File: config.mk
export PLATFORM = sky130hd
export DESIGN_NAME = serial_subtractor
export DESIGN_NICKNAME = d
export VERILOG_FILES = /design/src/rtl/serial_subtractor.sv
export SDC_FILE = /design/constraint.sdc
export NUM_CORES = 1
export LEC_CHECK = 0
export ABC_AREA = 1
export BUFFER_PORTS_ARGS = -buffer_cell sky130_fd_sc_hd__buf_2
export CAP_MARGIN = 20
export CORE_ASPECT_RATIO = 2
export CORE_MARGIN = 2
export CORE_UTILIZATION = 60
export CTS_BUF_LIST = sky130_fd_sc_hd__clkbuf_8
export CTS_CLUSTER_DIAMETER = 200
export DETAILED_ROUTE_END_ITERATION = 10
export GPL_TIMING_DRIVEN = 0
export PLACE_DENSITY = 0.85
export SYNTH_ARGS = -nofsm -noshare
export SYNTH_HDL_FRONTEND = slang
export SYNTH_SLANG_ARGS = --single-unit
File: constraint.sdc
create_clock -name clk -period 1.9 [get_ports clk]
set_clock_uncertainty 0.1 [all_clocks]
set_input_delay 0 -clock clk [delete_from_list [all_inputs] [get_ports clk]]
set_output_delay 0 -clock clk [all_outputs]
set_load 0.02 [all_outputs]
File: src/rtl/serial_subtractor.sv
// Bit-serial subtractor: DIFF = A - B - BIN, LSB first, one bit per clock.
// Optional SERIAL_SUB_SAT_EN clamps diff to zero when the final borrow is set.
module serial_subtractor #(
    parameter int WIDTH = 8
) (
    input  logic             clk,
    input  logic             rst_n,
    input  logic             start,
    input  logic [WIDTH-1:0] a,
    input  logic [WIDTH-1:0] b,
    input  logic             bin,
    output logic             ready,
    output logic             busy,
    output logic             done,
    output logic [WIDTH-1:0] diff,
    output logic             bout
);

    localparam int CW = (WIDTH > 1) ? $clog2(WIDTH) : 1;

    typedef enum logic [1:0] {
        IDLE,
        SHIFT,
        DONE
    } state_t;

    state_t          state;
    state_t          state_next;
    logic [CW-1:0]   cnt;
    logic [WIDTH-1:0] a_sr;
    logic [WIDTH-1:0] b_sr;
    logic [WIDTH-1:0] res_sr;
    logic            borrow;

    logic             accept;
    logic             last_bit;
    logic             d;
    logic             br_next;
    logic [WIDTH-1:0] res_final;
    logic [WIDTH-1:0] diff_final;

    assign ready    = (state == IDLE) || (state == DONE);
    assign busy     = (state == SHIFT);
    assign done     = (state == DONE);
    assign accept   = ready && start;
    assign last_bit = (cnt == CW'(WIDTH - 1));

    // Full-subtractor cell on the current LSBs and the running borrow.
    assign d         = a_sr[0] ^ b_sr[0] ^ borrow;
    assign br_next   = (~a_sr[0] & b_sr[0]) | (~(a_sr[0] ^ b_sr[0]) & borrow);
    assign res_final = {d, res_sr[WIDTH-1:1]};

`ifdef SERIAL_SUB_SAT_EN
    assign diff_final = br_next ? '0 : res_final;
`else
    assign diff_final = res_final;
`endif

    always_ff @(posedge clk or negedge rst_n) begin
        if (!rst_n) begin
            state <= IDLE;
        end else begin
            state <= state_next;
        end
    end

    always_comb begin
        state_next = state;
        case (state)
            IDLE:    if (start) state_next = SHIFT;
            SHIFT:   if (last_bit) state_next = DONE;
            DONE:    state_next = start ? SHIFT : IDLE;
            default: state_next = IDLE;
        endcase
    end

    always_ff @(posedge clk or negedge rst_n) begin
        if (!rst_n) begin
            cnt    <= '0;
            a_sr   <= '0;
            b_sr   <= '0;
            res_sr <= '0;
            borrow <= 1'b0;
            diff   <= '0;
            bout   <= 1'b0;
        end else if (accept) begin
            cnt    <= '0;
            a_sr   <= a;
            b_sr   <= b;
            res_sr <= '0;
            borrow <= bin;
        end else if (state == SHIFT) begin
            cnt    <= cnt + CW'(1);
            a_sr   <= a_sr >> 1;
            b_sr   <= b_sr >> 1;
            res_sr <= res_final;
            borrow <= br_next;
            if (last_bit) begin
                diff <= diff_final;
                bout <= br_next;
            end
        end
    end

endmodule
# Word-level counts from Yosys, hierarchy flattened
# Index checks and enable logic that the tools add are counted.
[op_classes]
add_sub_neg = 1
mul = 0
n_div = 0
order_cmp = 0
eq_ne = 5
shifts = 0
muxes = 14
bitwise_logic = 8
n_reduce_logical = 6
[op_table]
columns = ["cell", "n"]
rows = [
  ["two-way mux 8 bit", 6],
  ["two-way mux 3 bit", 2],
  ["one-hot mux 2 bit (3 select lines)", 1],
  ["two-way mux 2 bit", 2],
  ["adder 3 x 1 -> 3 bit (second input constant)", 1],
  ["equality test 3 bit (second input constant)", 1],
  ["two-way mux 1 bit", 3],
  ["inverter 1 bit", 3],
  ["AND reduction 3 bit", 1],
  ["bitwise AND 1 bit", 2],
  ["equality test 2 x 1 -> 1 bit (second input constant)", 1],
  ["equality test 2 bit (second input constant)", 1],
  ["logical NOT 2 bit", 1],
  ["inequality test 2 x 1 -> 1 bit (second input constant)", 1],
  ["inequality test 2 bit (second input constant)", 1],
  ["AND reduction 2 bit", 1],
  ["nonzero test 2 bit", 1],
  ["bitwise XOR 1 bit", 2],
  ["logical AND 1 bit", 1],
  ["logical OR 1 bit", 1],
  ["bitwise OR 1 bit", 1],
]
[totals]
regBits = 39
latch_bits = 0
ram_bits = 0
romBits = 0
inputBits = 20
wordCells = 42
mem_count = 0

# Logic depth before layout (Yosys ltp)
# Gate-level depths: netlist (run 1).
[depth]
depth_word = 6
mapped_depth = 7

# Worst setup path after synthesis (run 1)
# OpenSTA, ideal clock, no wires.
[synth_timing]
kind = "register to register"
startpoint = "register cnt[0]"
endpoint = "register bout"
setup_ns = 0.117
arrival_ns = 1.034
required_ns = 1.683
slack_ns = 0.649
path_stages_with_launch = 7
synth_period_minus_slack_ns = 1.251
cell_sequence = "dfrtp_1 > ha_1 > ha_1 > inv_1 > nor2_4 > nand2_1 > nand2_1"
[synth_via]
elab_chain_len = 2
[synth_rtl]
columns = ["item", "line", "text"]
rows = [
  ["start, declared", "29", "logic [CW-1:0] cnt;"],
  ["start signal, assigned", "93", "cnt <= cnt + CW'(1);"],
  ["equality test 3 bit", "46", "assign last_bit = (cnt == CW'(WIDTH - 1));"],
  ["AND reduction 3 bit (no line)", "n/a", ""],
  ["end signal, assigned", "100", "bout <= br_next;"],
  ["end, declared", "16", "output logic bout"],
]
# Every way passes these cells.
# A chain may end at the register's enable or synchronous reset.

# Final worst setup path (run 1)
[layout_timing]
startpoint = "register state[0]"
endpoint = "output busy"
[layout_via]
elab_chain_len = 1
[layout_rtl]
columns = ["item", "line", "text"]
rows = [
  ["start, declared", "27", "state_t state;"],
  ["start signal, assigned", "63", "state <= state_next;"],
  ["equality test 2 x 1 -> 1 bit", "43", "assign busy = (state == SHIFT);"],
  ["end, declared", "13", "output logic busy,"],
]
# Every way passes these cells.

==> metrics.log, run 1 <==
INFO  metric status = complete, no violations
INFO  metric grt_use_total = 27.48%
INFO  metric post-dp-hpwl = 2430 microns
INFO  metric dr_total_vias = 1567
INFO  metric die-area = 3414 sq um
INFO  metric final_cell_mix = sky130_fd_sc_hd__nand2_1, sky130_fd_sc_hd__nand3_1, sky130_fd_sc_hd__dfrtp_1
INFO  metric layout_setup_ws = 0.4474 ns
INFO  metric worst_slew_pin_slew = 0.8350 ns
INFO  metric totalPowerFinal = 3706 uW
INFO  metric die-width = 42.33 microns
INFO  metric ys_seq_elements = 38
INFO  metric timing_hold_violations_final = 0
INFO  metric p_int = 2228 uW
INFO  metric antennaDiodeCount = 0
INFO  metric first_global_vias = 1571
INFO  metric detail-route-antenna-nets = 0
INFO  metric cts_setup_buffers = 0
INFO  metric setup.worst_path.end_class = primary output
INFO  metric wire_length_of_the_first_global_routing_pass = 7038 microns
INFO  metric yosysWarningCount = 0
INFO  metric pin_count_of_the_biggest_net_entering_global_routing = 39
INFO  metric clock-sinks = 38
INFO  metric grt_setup_unrepaired = no
INFO  metric num_io_pins = 32
INFO  metric sequentialPowerShare = 37.9%
INFO  metric sequential_area_share_after_synthesis = 53.94%
INFO  metric synth.lib_cells_used.distinct = 15
INFO  metric reg2reg_slack = 0.45 ns
INFO  metric post_cts.resized_instances = 0
INFO  metric clock_tree.root_cell = sky130_fd_sc_hd__clkbuf_8
INFO  metric drive_above_1_share = 21.76%
INFO  metric tritoncts = yes
INFO  metric switching_power = 1478 uW
INFO  metric finalWeightedCongestion = 0.8240
INFO  metric fin_worst_hold_slack = 0.01898 ns
INFO  metric vias_per_cell = 5.385
INFO  metric rows = 27
INFO  metric worst_slew_margin = 44.33%
INFO  metric synth.avg_cell_area = 8.558 sq um
INFO  metric fillCellCount = 184
INFO  metric comb_power_share = 43.3%
INFO  metric route.detailed.drc = 0
INFO  metric clk_pwr_share = 18.8%
INFO  metric h_tree_level_count = 2
INFO  metric syn_nets = 229
INFO  metric p_per_area = 1649 nW/um^2
INFO  metric cts-buffers-inserted = 5
INFO  metric first_pass_iters = 4
INFO  metric power.share.switching = 39.89%
INFO  metric syn-cell-area = 1763 sq um
INFO  metric ff_latch_area = 950.9 sq um
INFO  metric worst_setup_path_start_kind = register
INFO  metric clk_latency = 0.29 ns
INFO  metric postRouteWirelength = 4111 microns
INFO  metric wl_per_cell = 14.13 microns
INFO  metric floorplan.initialDensity = 63.64%
INFO  metric setup_cp_type = register to primary output
INFO  metric post_place_setup_slack = 0.4800 ns
INFO  metric min_period_over_period = 76.45%
INFO  metric core_footprint = 2770 sq um
INFO  metric peakVddDrop = 1124 uV
INFO  metric chipHeight = 80.66 microns
INFO  metric worstPathArrival = 1.35 ns
INFO  metric grt-ovfl-total = 0
INFO  metric power.static_leakage = 0.001240 uW
INFO  metric report.final.slew_viol_count = 0
INFO  metric antenna_found_initial = 0
INFO  metric mostFrequentLayoutCell = sky130_fd_sc_hd__nand2_1
INFO  metric final_nets = 285
INFO  metric clock_transition_at_the_registers_of_the_reported_paths = 0.07 ns
INFO  metric achievable-frequency = 688.4 MHz
INFO  metric clockBufferDepth = 2
INFO  metric cell_count_after_synthesis = 206
INFO  metric kind_of_path_behind_the_tightest_hold_check = input port to register
INFO  metric multi_input_area = 678.2 sq um
INFO  metric detail_route.iter0.violations = 56
INFO  metric final_period_minus_worst_setup_slack = 1.453 ns
INFO  metric timing.max_cap.violations = 0
INFO  metric cp_max_fo = 10
INFO  metric setup_viol = 0
INFO  metric cp_data_required_time = 1.80 ns
INFO  metric total_of_buffers_placed_on_input_and_output_ports = 31
INFO  metric fin_tns_setup = 0 ns
INFO  metric area_growth_syn_to_layout = 27.47%
==> registers in the layout (all words and copies together) (netlist names) <==
register,cells
diff,8
cnt,3
bout,1
b_sr,8
res_sr,7
borrow,1
state,2
a_sr,8
==> cells by family after synthesis <==
group           after synthesis  synth area share, %
fa+ha+maj                     3                2.555
simple gates                140                35.34
compound gates                2               0.5678
flops                        38                53.94
buf+inv                      23                7.594
==> synthesized netlist by cell type (all sizes together) <==
| library cell | instances | area, sq um |
|---|---|---|
| nand2 | 94 | 375.4 |
| ha | 2 | 25.02 |
| inv | 13 | 51.31 |
| buf | 10 | 82.57 |
| o21ai | 2 | 10.01 |
| dfrtp | 38 | 950.9 |
| nand3 | 42 | 210.2 |
| nor2 | 4 | 37.53 |
| fa | 1 | 20.02 |
==> power by group through the flow <==
stage	logic [uW]	clock network, uW	registers [uW]
2_1_floorplan	1060	0	1490
3_3_place_gp	1510	0	1390
3_5_place_dp	1550	0	1410
4_1_cts	1600	701	1400
5_1_grt	1810	737	1440
6_report	1600	696	1410
==> stage by stage <==
step	instance area, sq um	std cells	utilization (%)
after floorplan	1763	206	-
after global placement	1954	266	70.55
after detailed placement	1954	266	70.55
after CTS	2247	291	81.12
after global routing	2247	291	81.12
final	2247	291	81.12
==> repair_timing <==
action	in CTS	in global routing
hold buffers	18	0
hold endpoints to repair	55	0
setup endpoints to repair	0	0
==> worst max-delay path, stage by stage (launching register included) <==
cell and delay (ns):
sky130_fd_sc_hd__dfrtp_1 0.34, sky130_fd_sc_hd__buf_6 0.16, sky130_fd_sc_hd__inv_4 0.06, sky130_fd_sc_hd__nor2_4 0.09
sky130_fd_sc_hd__buf_2 0.21, sky130_fd_sc_hd__buf_2 0.20
==> final cells by class <==
cell class | instances | area share [%]
well taps | 29 | 1.615
repair buffers | 49 | 14.92
flip-flops and latches | 38 | 42.32
clock buffers | 6 | 3.675
clock inverters | 1 | 1.336
multi-input cells | 145 | 30.18
plain buffers | 10 | 3.675
inverters | 13 | 2.283
==> worst paths after layout <==
kind | cells after the start | start | endpoint
max | 5 | state[0] | busy
min | 5 | start | b_sr[1]
max reg2reg | 6 | cnt[0] | bout
min reg2reg | 2 | bout | bout
max in group asynchronous | 2 | rst_n | a_sr[2]
min in group asynchronous | 2 | rst_n | diff[0]
==> per-layer routing <==
metal	wire length, microns	part of all wire [%]	track usage (%)	up-vias
li1	-	-	-	755
met1	1528	37	31.05	747
met2	2281	55	48.92	57
met3	223	5.4	4.719	8
met4	78	1.9	12.81	0
met5	0	0	0	-
Note: power is estimated with default switching activity, not from simulation.
==> run 2: changes to the inputs <==
- CORE_UTILIZATION: 60 -> 51
- PLACE_DENSITY: 0.85 -> 0.77
- clock period: 1.9 -> 1.2 ns (I/O delays scaled with it)
==> run 2 against run 1 <==
The flow now finishes with violations (setup timing). Clock-buffer cell count did not move. Utilization down 4.3 points. Clock power rose by 27%. Critical path type is now register to register. Global-route usage fell by 3.6 points. Combinational power rose by 120%.
==> metrics.log, run 2 (synthesis gave the netlist of run 1 again) <==
INFO  metric floorplan.initialDensity = 52.77%
INFO  metric drive_above_1_share = 33.45%
INFO  metric timing.critical_path.slowest_stage_cell = sky130_fd_sc_hd__dfrtp_1
INFO  metric pin_count_of_the_biggest_net_entering_global_routing = 39
INFO  metric dr_total_vias = 1656
INFO  metric mostFrequentLayoutCell = sky130_fd_sc_hd__nand2_1
INFO  metric first_global_vias = 1582
INFO  metric post-dp-hpwl = 2456 microns
INFO  metric min_period_over_period = 108.6%
INFO  metric setup_cp_type = register to register
INFO  metric final_nets = 306
INFO  metric setup_viol = 39
INFO  metric detail_route.iter0.violations = 62
INFO  metric reg2reg_slack = -0.10 ns
INFO  metric utilization = 76.85%
INFO  metric achievable-frequency = 767.5 MHz
INFO  metric final_cell_mix = sky130_fd_sc_hd__nand2_1, sky130_fd_sc_hd__dfrtp_1, sky130_fd_sc_hd__nand3_1
INFO  metric placedInstanceArea = 1961 sq um
INFO  metric rows = 30
INFO  metric clk_latency = 0.29 ns
INFO  metric route.detailed.drc = 0
INFO  metric timing.max_cap.violations = 0
INFO  metric worst_slew_margin = 66.03%
INFO  metric crit_buf_inv = 3
INFO  metric clockBufferDepth = 2
INFO  metric wire_length_of_the_first_global_routing_pass = 6893 microns
INFO  metric setup.worst_path.end_class = register
INFO  metric critPathMostFrequentCell = sky130_fd_sc_hd__nand3_1
INFO  metric p_per_area = 2576 nW/um^2
INFO  metric grt-ovfl-total = 0
INFO  metric failed_checks = setup timing
INFO  metric kind_of_path_behind_the_tightest_hold_check = input port to register
INFO  metric grt_use_total = 23.90%
INFO  metric first_pass_iters = 5
INFO  metric core_footprint = 3341 sq um
INFO  metric fillCellCount = 234
INFO  metric vias_per_cell = 5.241
INFO  metric antenna_found_initial = 0
INFO  metric power.static_leakage = 0.001389 uW
INFO  metric die-width = 45.58 microns
INFO  metric path_delay_family = buffers and inverters
INFO  metric post_place_setup_slack = -0.1952 ns
INFO  metric detail-route-antenna-nets = 0
INFO  metric cts-buffers-inserted = 5
INFO  metric die-area = 3972 sq um
INFO  metric cp_data_required_time = 1.26 ns
INFO  metric timing.critical_path.cells = buf_6 -> inv_6 -> nand2_4 -> clkbuf_16 -> nand3_1 -> nand3_1
INFO  metric tritoncts = yes
INFO  metric worst_setup_path_start_kind = register
INFO  metric antennaDiodeCount = 0
INFO  metric grt_setup_unrepaired = yes
INFO  metric report.final.slew_viol_count = 0
INFO  metric clock-sinks = 38
INFO  metric final_period_minus_worst_setup_slack = 1.303 ns
INFO  metric cp_max_fo = 8
INFO  metric final_cell_area = 2567 sq um
INFO  metric clock_tree.root_cell = sky130_fd_sc_hd__clkbuf_8
INFO  metric worst_slew_pin_slew = 0.5096 ns
INFO  metric num_io_pins = 32
INFO  metric timing.critical_path.slowest_cell_delay = 0.37 ns
INFO  metric clock_transition_at_the_registers_of_the_reported_paths = 0.07 ns
INFO  metric wl_per_cell = 14.59 microns
INFO  metric finalWeightedCongestion = 0.8030
INFO  metric total_of_buffers_placed_on_input_and_output_ports = 31
INFO  metric h_tree_level_count = 2
INFO  metric postRouteWirelength = 4610 microns
INFO  metric peakVddDrop = 1350 uV
INFO  metric timing_hold_violations_final = 0
INFO  metric layout_setup_ws = -0.1029 ns
INFO  metric worstPathArrival = 1.37 ns
INFO  metric chipHeight = 87.15 microns
INFO  metric reg_top3 = a_sr (8), b_sr (8), diff (8)
INFO  metric status = complete, but fails checks
INFO  metric area_growth_syn_to_layout = 45.64%
run 2: changes by cell type in the layout (fill, tap and decap cells not counted), moves of 2 or more:
| cell | previous run | this run |
|---|---|---|
| sky130_fd_sc_hd__clkbuf_16 | 0 | 2 |
| sky130_fd_sc_hd__nand2_1 | 91 | 85 |
| sky130_fd_sc_hd__buf_8 | 0 | 4 |
| sky130_fd_sc_hd__buf_6 | 4 | 9 |
| sky130_fd_sc_hd__ha_1 | 2 | 0 |
| sky130_fd_sc_hd__nand2_2 | 0 | 6 |
| sky130_fd_sc_hd__nand3_1 | 42 | 36 |
| sky130_fd_sc_hd__buf_2 | 34 | 28 |
| sky130_fd_sc_hd__buf_4 | 3 | 17 |
| sky130_fd_sc_hd__nand3_2 | 0 | 6 |
run 2: final timing paths:
check                                 to     start  cells after the start
worst max-delay path             b_sr[1]  state[0]                      6
worst min-delay path             a_sr[2]     start                      6
worst max register to register   b_sr[1]  state[0]                      6
worst min register to register      bout      bout                      2
max in group asynchronous       state[1]     rst_n                      2
min in group asynchronous        diff[0]     rst_n                      2
run 2: stage by stage:
stage	TNS (ns)	total power [uW]	hold WS, ns	std cells
after floorplan	0	4040	-0.3956	206
after detailed placement	-2.944	4702	0.04535	269
after global placement	-2.239	4625	0.04802	269
after CTS	-0.8469	5962	0.01815	304
after global routing	-3.613	7029	0.08981	316
final	-1.563	6614	0.04650	316
run 2: tightest hold or removal path: stages:
cell                      delay, ns
sky130_fd_sc_hd__buf_2         0.13
sky130_fd_sc_hd__inv_2         0.07
sky130_fd_sc_hd__nor2_4        0.06
sky130_fd_sc_hd__nand2_1       0.05
sky130_fd_sc_hd__nand2_1       0.04
sky130_fd_sc_hd__nand2_1       0.05
run 2: repair_timing:
item / 4_1_cts / 5_1_grt
gates resized for setup: 14 / 29
gates cloned: 1 / 3
setup endpoints to repair: 39 / 40
endpoints found under the hold margin: 55 / 0
setup buffers: 8 / 9
pin swaps: 4 / 7
hold buffers: 18 / 0
run 2: area by class of cell:
class | count | area [sq um] | area share, %
Sequential cell | 38 | 952.2 | 37.09
Multi-Input combinational cell | 146 | 758.2 | 29.53
Timing Repair Buffer | 69 | 543.0 | 21.15
Buffer | 10 | 123.9 | 4.825
Clock buffer | 6 | 82.58 | 3.216
Inverter | 13 | 58.81 | 2.290
Tap cell | 32 | 40.04 | 1.559
Clock inverter | 2 | 8.758 | 0.3411
run 2: routing by layer:
metal | up-vias | wire [microns] | track usage [%]
li1 | 802 | - | -
met2 | 57 | 2504 | 41.49
met4 | 0 | 161 | 12.57
met1 | 782 | 1736 | 25.92
met3 | 15 | 207 | 4.357
met5 | - | 0 | 0
run 2: where the power goes:
| part | leakage, uW | total (uW) | internal, uW | switching [uW] |
|---|---|---|---|---|
| logic | 0.000863 | 3470 | 1590 | 1880 |
| registers | 0.000473 | 2260 | 1890 | 371 |
| clock network | 0.0000524 | 885 | 455 | 431 |
| total | 0.00139 | 6610 | 3930 | 2680 |
==> run 3: changes to the inputs <==
- clock period: 1.2 -> 1.1 ns (I/O delays scaled with it)
==> run 3 against run 2 <==
Critical endpoint is now diff[7]. Design area grew 12%. Non-clock buffer count shrank 1. Global-route usage rose by 3.8 points. The run still ends with setup timing left. Final cell count shrank 0.32%. Via count increased by 7.1%. Largest cell class is now multi-input combinational cells. Fmax is 4.4% lower.
==> metrics.log, run 3 (synthesis gave the netlist of run 1 again) <==
INFO  metric grt_setup_unrepaired = yes
INFO  metric cp_max_fo = 6
INFO  metric p_int = 4960 uW
INFO  metric wire_length_of_the_first_global_routing_pass = 7845 microns
INFO  metric total_of_buffers_placed_on_input_and_output_ports = 31
INFO  metric reg_top3 = a_sr (8), b_sr (8), diff (8)
INFO  metric clock_tree.root_cell = sky130_fd_sc_hd__clkbuf_8
INFO  metric power.share.switching = 42.10%
INFO  metric worstReg2RegStart = state[0]
INFO  metric timing.max_cap.violations = 0
INFO  metric status = complete, but fails checks
INFO  metric drive_above_1_share = 44.17%
INFO  metric postRouteWirelength = 6006 microns
INFO  metric layout_setup_ws = -0.2630 ns
INFO  metric ff_to_ff_path_depth = 7
INFO  metric worst_slew_pin_slew = 0.5188 ns
INFO  metric comb_power_share = 56.0%
INFO  metric worst_setup_path_start_kind = register
INFO  metric fillCellCount = 173
INFO  metric grt_use_total = 27.69%
INFO  metric cp-startpoint = state[0]
INFO  metric wl_per_cell = 19.07 microns
INFO  metric finalWeightedCongestion = 0.7766
INFO  metric first_global_vias = 1773
INFO  metric cp_data_required_time = 1.24 ns
INFO  metric utilization = 85.77%
INFO  metric post-dp-hpwl = 2510 microns
INFO  metric post_place_setup_slack = -0.1902 ns
INFO  metric h_tree_level_count = 2
INFO  metric die-width = 45.58 microns
INFO  metric floorplan.initialDensity = 52.77%
INFO  metric clockBufferDepth = 2
INFO  metric reg2reg_to = diff[7]
INFO  metric worstPathArrival = 1.50 ns
INFO  metric dr_total_vias = 1774
INFO  metric tritoncts = yes
INFO  metric sequentialPowerShare = 30.3%
INFO  metric min_period_over_period = 123.9%
INFO  metric final_nets = 305
INFO  metric detail_route.iter0.violations = 83
INFO  metric timing.critical_path.to = diff[7]
INFO  metric antenna_found_initial = 0
INFO  metric antennaDiodeCount = 0
INFO  metric setup_viol = 41
INFO  metric switching_power = 3606 uW
INFO  metric failed_checks = setup timing
INFO  metric clk_latency = 0.30 ns
INFO  metric detail-route-antenna-nets = 0
INFO  metric setup.worst_path.end_class = register
INFO  metric die-area = 3972 sq um
INFO  metric worst_slew_margin = 65.41%
INFO  metric first_pass_iters = 4
INFO  metric cts-buffers-inserted = 5
INFO  metric area_growth_syn_to_layout = 62.53%
INFO  metric core_footprint = 3341 sq um
INFO  metric route.detailed.drc = 0
INFO  metric clock-sinks = 38
INFO  metric final_period_minus_worst_setup_slack = 1.363 ns
INFO  metric vias_per_cell = 5.632
INFO  metric kind_of_path_behind_the_tightest_hold_check = input port to register
INFO  metric grt-ovfl-total = 0
INFO  metric reg2reg_slack = -0.26 ns
INFO  metric report.final.slew_viol_count = 0
INFO  metric rows = 30
INFO  metric timing_hold_violations_final = 0
INFO  metric peakVddDrop = 2050 uV
INFO  metric chipHeight = 87.15 microns
INFO  metric ff_latch_area = 952.2 sq um
INFO  metric totalPowerFinal = 8566 uW
INFO  metric num_io_pins = 32
INFO  metric power.static_leakage = 0.001492 uW
INFO  metric pin_count_of_the_biggest_net_entering_global_routing = 39
INFO  metric p_per_area = 2990 nW/um^2
INFO  metric setup_cp_type = register to register
INFO  metric achievable-frequency = 733.7 MHz
INFO  metric mostFrequentLayoutCell = sky130_fd_sc_hd__nand2_1
INFO  metric clock_transition_at_the_registers_of_the_reported_paths = 0.08 ns
INFO  metric final_cell_mix = sky130_fd_sc_hd__nand2_1, sky130_fd_sc_hd__dfrtp_1, sky130_fd_sc_hd__buf_2
INFO  metric clk_pwr_share = 13.8%
INFO  metric multi_input_area = 958.4 sq um
-- run 3: per-layer routing --
metal	vias up	part of all wire, %	track usage [%]
met5	-	0	0
met4	0	5.9	16.84
met3	32	4.4	5.187
met2	78	54	48.27
met1	865	35	28.53
li1	799	-	-
-- run 3: worst min path at each step --
stage          startpoint  endpoint  slack (ns)  cells after the start
6_report            start   a_sr[5]        0.07                      6
2_1_floorplan       rst_n   a_sr[0]       -0.40                      0
4_1_cts             start   a_sr[2]        0.07                      6
3_3_place_gp        rst_n   a_sr[5]        0.05                      1
3_5_place_dp        rst_n  state[1]        0.05                      1
5_1_grt             start   a_sr[4]        0.09                      6
-- run 3: power by group through the flow --
stage	logic, uW	clock network [uW]	registers [uW]
floorplan	1970	0	2590
global placement	2770	0	2430
detailed placement	2840	0	2460
CTS	3920	1180	2460
global route	5060	1240	2650
finish	4800	1180	2590
-- run 3: cell type report --
type                            count  share of cell area (%)
Buffer                              9                   4.236
Sequential cell                    38                   33.23
Tap cell                           32                   1.397
Timing Repair Buffer               69                   21.83
Multi-Input combinational cell    146                   33.45
Clock inverter                      3                   1.397
Inverter                           13                   2.052
Clock buffer                        5                   2.402
-- run 3: timing repair --
item | CTS | global route
hold buffers | 18 | 0
resized for setup | 38 | 41
hold endpoints to repair | 55 | 0
setup buffers | 10 | 6
cloned | 4 | 2
pin swaps | 8 | 25
setup endpoints to repair | 41 | 79
-- run 3: stage by stage --
step / cell area (sq um) / hold WS [ns] / cells / setup TNS [ns]
after floorplan: 1826 / -0.3956 / 206 / -1.422
after global placement: 2021 / 0.04949 / 269 / -5.206
after detailed placement: 2021 / 0.05030 / 269 / -5.554
after CTS: 2639 / 0.07012 / 309 / -6.455
after global routing: 2865 / 0.08925 / 315 / -9.121
final: 2865 / 0.06702 / 315 / -7.990
-- run 3: worst max-delay path, cell delays in order, from the launching register on --
cell	delay, ns
sky130_fd_sc_hd__dfrtp_1	0.36
sky130_fd_sc_hd__buf_6	0.16
sky130_fd_sc_hd__buf_12	0.13
sky130_fd_sc_hd__nand2_8	0.07
sky130_fd_sc_hd__buf_6	0.13
sky130_fd_sc_hd__nor2_4	0.20
sky130_fd_sc_hd__nand2_1	0.09
sky130_fd_sc_hd__nand2_1	0.06
